[src/rtl/vga_timing_pkg.sv]
// Shared widths, default 1024x768 timing, timing record types and the legality check.
package vga_timing_pkg;

    localparam int AXIS_W = 16;
    localparam int SUM_W  = AXIS_W + 2;

    localparam int H_W_DEF       = 12;
    localparam int V_W_DEF       = 11;
    localparam int H_DISPLAY_DEF = 1024;
    localparam int H_FRONT_DEF   = 48;
    localparam int H_SYNC_DEF    = 32;
    localparam int H_BACK_DEF    = 80;
    localparam int V_DISPLAY_DEF = 768;
    localparam int V_FRONT_DEF   = 3;
    localparam int V_SYNC_DEF    = 4;
    localparam int V_BACK_DEF    = 15;

    typedef struct packed {
        logic [AXIS_W-1:0] display;
        logic [AXIS_W-1:0] front;
        logic [AXIS_W-1:0] sync;
        logic [AXIS_W-1:0] back;
    } vga_axis_t;

    typedef struct packed {
        vga_axis_t h;
        vga_axis_t v;
    } vga_timing_t;

    function automatic logic [SUM_W-1:0] axis_total(input vga_axis_t a);
        return SUM_W'(a.display) + SUM_W'(a.front) + SUM_W'(a.sync) + SUM_W'(a.back);
    endfunction

    // Each axis total must fit its counter width; display and sync must be non-empty.
    function automatic logic timing_legal(input vga_timing_t t, input int h_w, input int v_w);
        logic h_ok;
        logic v_ok;
        h_ok = (t.h.display != '0) && (t.h.sync != '0) && (axis_total(t.h) < (SUM_W'(1) << h_w));
        v_ok = (t.v.display != '0) && (t.v.sync != '0) && (axis_total(t.v) < (SUM_W'(1) << v_w));
        return h_ok && v_ok;
    endfunction

endpackage

[src/rtl/vga_axis_counter.sv]
// One timing axis: position counter with wrap flag and registered display/sync decode.
module vga_axis_counter
    import vga_timing_pkg::*;
#(
    parameter int         W        = 12,
    parameter bit         SYNC_POL = 1'b1,
    parameter logic [W-1:0] RST_POS = '0
) (
    input  logic         clk,
    input  logic         reset,
    input  logic         adv,
    input  vga_axis_t    axis,
    output logic         at_end,
    output logic [W-1:0] pos,
    output logic         disp_nxt,
    output logic         sync
);

    logic [SUM_W-1:0] total;
    logic [SUM_W-1:0] nxt_ext;
    logic [SUM_W-1:0] sync_lo;
    logic [SUM_W-1:0] sync_hi;
    logic [W-1:0]     pos_nxt;
    logic             disp_q;
    logic             sync_act;
    logic             sync_nxt;

    // Position 0 decodes the same under any legal timing (display, never sync),
    // so a timing swap at the wrap needs no look-ahead into the new fields.
    always_comb begin
        total    = axis_total(axis);
        at_end   = (SUM_W'(pos) + SUM_W'(1)) == total;
        pos_nxt  = at_end ? '0 : pos + 1'b1;
        nxt_ext  = SUM_W'(pos_nxt);
        sync_lo  = SUM_W'(axis.display) + SUM_W'(axis.front);
        sync_hi  = sync_lo + SUM_W'(axis.sync);
        sync_nxt = !at_end && (nxt_ext >= sync_lo) && (nxt_ext < sync_hi);
        disp_nxt = disp_q;
        if (adv) begin
            disp_nxt = at_end || (nxt_ext < SUM_W'(axis.display));
        end
    end

    always_ff @(posedge clk) begin
        if (!reset) begin
            pos      <= RST_POS;
            disp_q   <= 1'b0;
            sync_act <= 1'b0;
        end else if (adv) begin
            pos      <= pos_nxt;
            disp_q   <= disp_nxt;
            sync_act <= sync_nxt;
        end
    end

    assign sync = sync_act ^ ~SYNC_POL;

endmodule

[src/rtl/vga_timing_gen.sv]
// Runtime-reconfigurable VGA timing generator; new timings apply only at the frame wrap.
// Optional: define VGA_TIMING_FRAME_CNT_EN to add the 16-bit frame_cnt output.
module vga_timing_gen
    import vga_timing_pkg::*;
#(
    parameter int H_W       = H_W_DEF,
    parameter int V_W       = V_W_DEF,
    parameter int H_DISPLAY = H_DISPLAY_DEF,
    parameter int H_FRONT   = H_FRONT_DEF,
    parameter int H_SYNC    = H_SYNC_DEF,
    parameter int H_BACK    = H_BACK_DEF,
    parameter int V_DISPLAY = V_DISPLAY_DEF,
    parameter int V_FRONT   = V_FRONT_DEF,
    parameter int V_SYNC    = V_SYNC_DEF,
    parameter int V_BACK    = V_BACK_DEF,
    parameter bit HSYNC_POL = 1'b1,
    parameter bit VSYNC_POL = 1'b1
) (
    input  logic           clk,
    input  logic           reset,
    input  logic           pix_ce,
    input  logic           cfg_valid,
    output logic           cfg_ready,
    input  logic [H_W-1:0] cfg_h_display,
    input  logic [H_W-1:0] cfg_h_front,
    input  logic [H_W-1:0] cfg_h_sync,
    input  logic [H_W-1:0] cfg_h_back,
    input  logic [V_W-1:0] cfg_v_display,
    input  logic [V_W-1:0] cfg_v_front,
    input  logic [V_W-1:0] cfg_v_sync,
    input  logic [V_W-1:0] cfg_v_back,
    output logic           cfg_error,
    output logic           hsync,
    output logic           vsync,
    output logic           de,
    output logic [H_W-1:0] hpos,
    output logic [V_W-1:0] vpos,
    output logic           line_start,
    output logic           frame_start
`ifdef VGA_TIMING_FRAME_CNT_EN
    ,
    output logic [15:0]    frame_cnt
`endif
);

    localparam int H_TOTAL = H_DISPLAY + H_FRONT + H_SYNC + H_BACK;
    localparam int V_TOTAL = V_DISPLAY + V_FRONT + V_SYNC + V_BACK;

    localparam vga_timing_t DEF_TIMING = '{
        h: '{display: AXIS_W'(H_DISPLAY), front: AXIS_W'(H_FRONT),
             sync: AXIS_W'(H_SYNC), back: AXIS_W'(H_BACK)},
        v: '{display: AXIS_W'(V_DISPLAY), front: AXIS_W'(V_FRONT),
             sync: AXIS_W'(V_SYNC), back: AXIS_W'(V_BACK)}
    };

    vga_timing_t active;
    vga_timing_t shadow;
    vga_timing_t cfg_in;
    logic        pending;
    logic        transfer;
    logic        cfg_legal;
    logic        h_end;
    logic        v_end;
    logic        frame_wrap;
    logic        apply;
    logic        h_disp_nxt;
    logic        v_disp_nxt;

    always_comb begin
        cfg_in.h.display = AXIS_W'(cfg_h_display);
        cfg_in.h.front   = AXIS_W'(cfg_h_front);
        cfg_in.h.sync    = AXIS_W'(cfg_h_sync);
        cfg_in.h.back    = AXIS_W'(cfg_h_back);
        cfg_in.v.display = AXIS_W'(cfg_v_display);
        cfg_in.v.front   = AXIS_W'(cfg_v_front);
        cfg_in.v.sync    = AXIS_W'(cfg_v_sync);
        cfg_in.v.back    = AXIS_W'(cfg_v_back);
    end

    assign cfg_legal  = timing_legal(cfg_in, H_W, V_W);
    assign cfg_ready  = !pending;
    assign transfer   = cfg_valid && !pending;
    assign frame_wrap = pix_ce && h_end && v_end;
    assign apply      = frame_wrap && pending;

    always_ff @(posedge clk) begin
        if (!reset) begin
            active    <= DEF_TIMING;
            pending   <= 1'b0;
            cfg_error <= 1'b0;
        end else begin
            cfg_error <= transfer && !cfg_legal;
            if (apply) begin
                active <= shadow;
            end
            if (transfer && cfg_legal) begin
                pending <= 1'b1;
            end else if (apply) begin
                pending <= 1'b0;
            end
        end
    end

    // Shadow contents are only meaningful while pending is set.
    always_ff @(posedge clk) begin
        if (transfer) begin
            shadow <= cfg_in;
        end
    end

    vga_axis_counter #(
        .W        (H_W),
        .SYNC_POL (HSYNC_POL),
        .RST_POS  (H_W'(H_TOTAL - 1))
    ) u_h_axis (
        .clk      (clk),
        .reset    (reset),
        .adv      (pix_ce),
        .axis     (active.h),
        .at_end   (h_end),
        .pos      (hpos),
        .disp_nxt (h_disp_nxt),
        .sync     (hsync)
    );

    vga_axis_counter #(
        .W        (V_W),
        .SYNC_POL (VSYNC_POL),
        .RST_POS  (V_W'(V_TOTAL - 1))
    ) u_v_axis (
        .clk      (clk),
        .reset    (reset),
        .adv      (pix_ce && h_end),
        .axis     (active.v),
        .at_end   (v_end),
        .pos      (vpos),
        .disp_nxt (v_disp_nxt),
        .sync     (vsync)
    );

    always_ff @(posedge clk) begin
        if (!reset) begin
            de          <= 1'b0;
            line_start  <= 1'b0;
            frame_start <= 1'b0;
        end else begin
            line_start  <= pix_ce && h_end;
            frame_start <= frame_wrap;
            if (pix_ce) begin
                de <= h_disp_nxt && v_disp_nxt;
            end
        end
    end

`ifdef VGA_TIMING_FRAME_CNT_EN
    always_ff @(posedge clk) begin
        if (!reset) begin
            frame_cnt <= '0;
        end else if (frame_wrap) begin
            frame_cnt <= frame_cnt + 16'd1;
        end
    end
`endif

endmodule
[config.mk]
export PLATFORM = sky130hd
export DESIGN_NAME = vga_timing_gen
export DESIGN_NICKNAME = d
export VERILOG_FILES = /design/src/rtl/vga_timing_pkg.sv /design/src/rtl/vga_axis_counter.sv /design/src/rtl/vga_timing_gen.sv
export SDC_FILE = /design/constraint.sdc
export NUM_CORES = 1
export LEC_CHECK = 0
export BUFFER_PORTS_ARGS = -buffer_cell sky130_fd_sc_hd__buf_4
export CORE_MARGIN = 1
export CORE_UTILIZATION = 55
export CTS_CLUSTER_SIZE = 24
export DETAILED_ROUTE_END_ITERATION = 8
export GPL_TIMING_DRIVEN = 1
export PLACE_DENSITY = 0.83
export SLEW_MARGIN = 20
export SYNTH_ARGS = -nofsm -noshare
export SYNTH_HDL_FRONTEND = slang
export SYNTH_HIERARCHICAL = 1
export SYNTH_SLANG_ARGS = --single-unit
export TNS_END_PERCENT = 1
[constraint.sdc]
create_clock -name clk -period 8.3 [get_ports clk]
set_input_delay 0.83 -clock clk [delete_from_list [all_inputs] [get_ports clk]]
set_output_delay 0.83 -clock clk [all_outputs]
set_load 0.01 [all_outputs]
==> flow_summary.html <==
<table>
<tr><th>Metric</th><th>Value</th></tr>
<tr><th colspan="2">Outcome</th></tr>
<tr><td>Result of the run</td><td>complete, no violations</td></tr>
<tr><th colspan="2">Synth</th></tr>
<tr><td>Sequential area share after synthesis</td><td>a little under a third</td></tr>
<tr><td>Primary flip-flop cell chosen by synthesis mapping</td><td>dfxtp_1</td></tr>
<tr><td>Post-synthesis area per instance</td><td>8.88 um^2</td></tr>
<tr><td>Number of enable-type register cells in the synthesized netlist</td><td>92</td></tr>
<tr><td>Number of warnings reported in the yosys synthesis log</td><td>6</td></tr>
<tr><td>Number of distinct standard cells referenced by the synthesized netlist</td><td>between 100 and 150</td></tr>
<tr><td>Share of synthesized registers carrying an async set or reset</td><td>0%</td></tr>
<tr><td>Post-synthesis cell area</td><td>approximately 17000 um^2</td></tr>
<tr><td>Synth Register Bits</td><td>around 220</td></tr>
<tr><td>Number of instances in the synthesized netlist</td><td>about 1900</td></tr>
<tr><th colspan="2">Clocking</th></tr>
<tr><td>Clk Tree Root Cell</td><td>clkbuf_16</td></tr>
<tr><td>TritonCTS sink count</td><td>216</td></tr>
<tr><td># H-tree levels</td><td>1</td></tr>
<tr><td>Clock tree from TritonCTS</td><td>built</td></tr>
<tr><td>Worst-Skew Late Latency</td><td>520 ps</td></tr>
<tr><td>Clock transition at the registers of the reported paths</td><td>70 ps</td></tr>
<tr><td>Number of clock buffers inserted by TritonCTS</td><td>23</td></tr>
<tr><td>Max Root-Sink Buffers</td><td>3</td></tr>
<tr><th colspan="2">Critical path</th></tr>
<tr><td>Capturing element type of the critical path</td><td>flop</td></tr>
<tr><td>Required time of the worst setup path</td><td>just under 9000 ps</td></tr>
<tr><td>FF-to-FF setup slack</td><td>490 ps</td></tr>
<tr><td>Critical register-to-register path endpoint</td><td>u_v_axis/sync$_SDFFE_PN0P_</td></tr>
<tr><td>Critical Path Slowest Stage Cell</td><td>or4b_2</td></tr>
<tr><td>Largest driver fanout on the critical path</td><td>7</td></tr>
<tr><td>Worst Setup Path Type</td><td>reg -&gt; reg</td></tr>
<tr><td>R2R depth</td><td>30</td></tr>
<tr><td>CP arrival</td><td>8190 ps</td></tr>
<tr><td>Largest stage delay on the critical path</td><td>620 ps</td></tr>
<tr><td>Startpoint type of the worst setup path</td><td>flop</td></tr>
<tr><td>R2R Path Start</td><td>active[33]$_SDFFE_PN1P_</td></tr>
<tr><th colspan="2">Floorplanning</th></tr>
<tr><td>Core Footprint</td><td>30600 um^2</td></tr>
<tr><td>Floorplan row count</td><td>64</td></tr>
<tr><td>Full die area</td><td>between 30000 and 40000 um^2</td></tr>
<tr><td>Y dimension of the die</td><td>178 um</td></tr>
<tr><td>Overall die width</td><td>178 um</td></tr>
<tr><td>Starting utilization of the core area</td><td>55.9%</td></tr>
<tr><td>Top-Level Pins</td><td>about 130</td></tr>
<tr><th colspan="2">Cells and area</th></tr>
<tr><td>Fin nets</td><td>2413</td></tr>
<tr><td>Area of all placed cells without fillers</td><td>between 15000 and 20000 um^2</td></tr>
<tr><td>Relative area change from synthesis to final layout</td><td>13.3%</td></tr>
<tr><td>Number of fill cells in the layout</td><td>2508</td></tr>
<tr><td>Antenna diode instance count</td><td>0</td></tr>
<tr><td>Final core utilization</td><td>a little under two thirds</td></tr>
<tr><td>Share of cells above drive strength 1</td><td>11.2%</td></tr>
<tr><th colspan="2">Global routing</th></tr>
<tr><td>Number of global-route vias before repair</td><td>13900</td></tr>
<tr><td>First-pass GRT wire length</td><td>70800 um</td></tr>
<tr><td>Gr ovfl total</td><td>0</td></tr>
<tr><td>Number of antenna violations at the first check in global routing</td><td>0</td></tr>
<tr><td>Total routing usage reported by global routing</td><td>28.0%</td></tr>
<tr><td>Maximum number of pins on one net before global-route repair</td><td>95</td></tr>
<tr><th colspan="2">Drt</th></tr>
<tr><td>Initial DRC Count</td><td>1395</td></tr>
<tr><td>Wire length reported by the detailed router</td><td>44100 um</td></tr>
<tr><td>Total iterations of the first detailed-routing run</td><td>5</td></tr>
<tr><td>Total vias in the final route</td><td>14500</td></tr>
<tr><td>Post-detailed-route DRC marker count</td><td>0</td></tr>
<tr><td>Via/cell ratio</td><td>5.83</td></tr>
<tr><td>Number of routed nets with antenna violations</td><td>0</td></tr>
<tr><td>Routed wire per std cell</td><td>17.7 um</td></tr>
<tr><th colspan="2">Power and ir drop</th></tr>
<tr><td>Static leakage</td><td>0.00859 uW</td></tr>
<tr><td>VDD IR max</td><td>around 0.00016 V</td></tr>
<tr><td>Cell Pwr Density</td><td>160 nW/um^2</td></tr>
<tr><th colspan="2">Placement</th></tr>
<tr><td>Half-perimeter wire length after detailed placement</td><td>34900 um</td></tr>
<tr><td>Placed Instance Area</td><td>18600 um^2</td></tr>
<tr><td>Final GP Congestion</td><td>0.979</td></tr>
<tr><td>Port Buf Inserts</td><td>125</td></tr>
<tr><td>DP Worst Slack</td><td>424 ps</td></tr>
<tr><th colspan="2">Timing</th></tr>
<tr><td>Crit share post-route</td><td>94.1%</td></tr>
<tr><td>Final min period</td><td>7810 ps</td></tr>
<tr><td>Worst Max-Slew Pin Slew</td><td>between 800 and 900 ps</td></tr>
<tr><td>Final hold viol count</td><td>0</td></tr>
<tr><td>Relative max-transition margin</td><td>43.7%</td></tr>
<tr><td>Final setup violation count</td><td>0</td></tr>
<tr><td>Final worst-path setup slack</td><td>489 ps</td></tr>
<tr><td>FMAX</td><td>128 MHz</td></tr>
<tr><td>Slew Limit Fails</td><td>0</td></tr>
<tr><td>Clock tree skew after final layout</td><td>19.3 ps</td></tr>
<tr><th colspan="2">Run</th></tr>
<tr><td>Maximum capacitance violations</td><td>0</td></tr>
<tr><th colspan="2">Hold path</th></tr>
<tr><td>Cells on Worst Hold Path</td><td>2</td></tr>
<tr><td>Hold EP</td><td>active[100]$_SDFFE_PN1P_</td></tr>
<tr><td>Start point of the worst hold path</td><td>shadow[100]$_DFFE_PP_</td></tr>
<tr><td>Worst Hold Class</td><td>reg -&gt; reg</td></tr>
</table>
## critical path, delay by kind of cell, from the launching register on
family | cells | cell delay [ps]
and+or+nand+nor | 10 | 2760
xor gates and xnor gates | 3 | 590
AOI/OAI and AO/OA | 13 | 2640
DFF | 1 | 330
adders and majority gates | 4 | 1330
## power breakdown
part	total, uW	switching [uW]	internal [uW]
combinational	847	488	359
sequential	1200	26.4	1170
clock	1040	438	606
## cells by family after synthesis
family                     Yosys count  synth area share, %
other                                1               0.0219
adders and majority gates          235                 19.4
AOI/OAI and AO/OA                  455                 18.5
xor gates and xnor gates           122                 6.98
DFF                                216                 30.7
buffers and inverters              284                 6.45
and+or+nand+nor                    611                 17.9
muxes                                2                0.124
## how the worst max path moves through the flow
stage                                        start                    endpoint  slack [ps]  cells after the start
after floorplan           active[112]$_SDFFE_PN0P_  u_h_axis/sync$_SDFFE_PN0P_        1260                     34
after detailed placement  active[112]$_SDFFE_PN0P_  u_h_axis/sync$_SDFFE_PN0P_         420                     33
after global placement    active[112]$_SDFFE_PN0P_  u_h_axis/sync$_SDFFE_PN0P_         690                     33
after global routing      active[112]$_SDFFE_PN0P_             de$_SDFFE_PN0P_         -10                     37
final                      active[33]$_SDFFE_PN1P_  u_v_axis/sync$_SDFFE_PN0P_         490                     30
after CTS                 active[112]$_SDFFE_PN0P_  u_h_axis/sync$_SDFFE_PN0P_         400                     33
## final cells by class
class                   count  area, um^2  share of cell area (%)
well taps                 396         495                    2.56
inverters                 234         878                    4.53
clock buffers              30         673                    3.47
clock inverters            11        96.3                   0.497
flip-flops and latches    216        5250                    27.1
repair buffers            137        1040                    5.39
multi-input cells        1470       10900                    56.5
## stage by stage
step / setup TNS (ps) / power (uW) / hold slack [ps] / instances
detailed placement: 0 / 2000 / 452 / 2449
finish: 0 / 3090 / 461 / 2494
floorplan: 0 / 1830 / 433 / 1970
CTS: 0 / 3040 / 461 / 2490
global placement: 0 / 1980 / 445 / 2449
global route: -9.80 / 3240 / 491 / 2494
## per-layer routing
metal	routed length (um)	vias to the layer above	GRT usage, %
met1	20800	6898	40.5
met2	19900	521	45.1
met3	2580	68	2.69
li1	-	7052	-
met5	0	-	0
met4	895	0	6.57
## registers in the layout, indices dropped and copies added (netlist names), 11 cells and up
signal,count
shadow,92
active,92
u_h_axis/pos,12
u_v_axis/pos,11
## timing repair
item | 4_1_cts | 5_1_grt
setup buffers | 0 | 4
hold buffers | 0 | 0
setup endpoints to repair | 0 | 2
gates resized for setup | 0 | 7
## Yosys cell counts, drive strengths merged, types with 7 or more instances
cell	number	area, um^2
and2	12	77.6
o2111ai	9	78.8
o31ai	7	52.6
edfxtp	92	2760
nor4b	7	91.3
nor2b	14	87.6
nand2b	18	113
o41ai	9	113
nand4	29	209
buf	25	130
a21o	42	315
o21a	23	173
or3	11	78.8
nor3	37	210
nand3	55	285
inv	234	878
a211oi	20	150
xnor2	73	639
clkbuf	25	93.8
dfxtp	124	2480
nor4	21	153
or2	10	62.6
nand2	258	968
o21ai	77	389
a21oi	96	495
nor2	98	378
fa	50	1000
a21boi	85	638
ha	185	2310
o211ai	21	163
a31oi	11	68.8
and3	12	75.1
xnor3	8	180
xor2	40	350
## cell usage in the layout (no fill, tap or decap), types with 9 or more instances in the layout
master     instances
nor4_1            19
a21o_1            42
nor2b_1           13
a31oi_1           11
dfxtp_1          124
conb_1            45
fa_1              50
nand2_1          257
inv_1            233
clkbuf_16         24
and3_1            12
o21ai_0           67
buf_4            135
or3_1              9
a21boi_0          85
nand2b_1          18
nand4_1           26
edfxtp_1          92
xnor2_1           73
xor2_1            39
o2111ai_1          9
nor3_1            32
nand3_1           53
nor2_1            96
or2_2             10
o211ai_1          20
a21oi_1           91
ha_1             184
o21a_1            23
a211oi_1          20
o21ai_1            9
and2_1            10
Note: power is estimated with default switching activity, not from simulation.
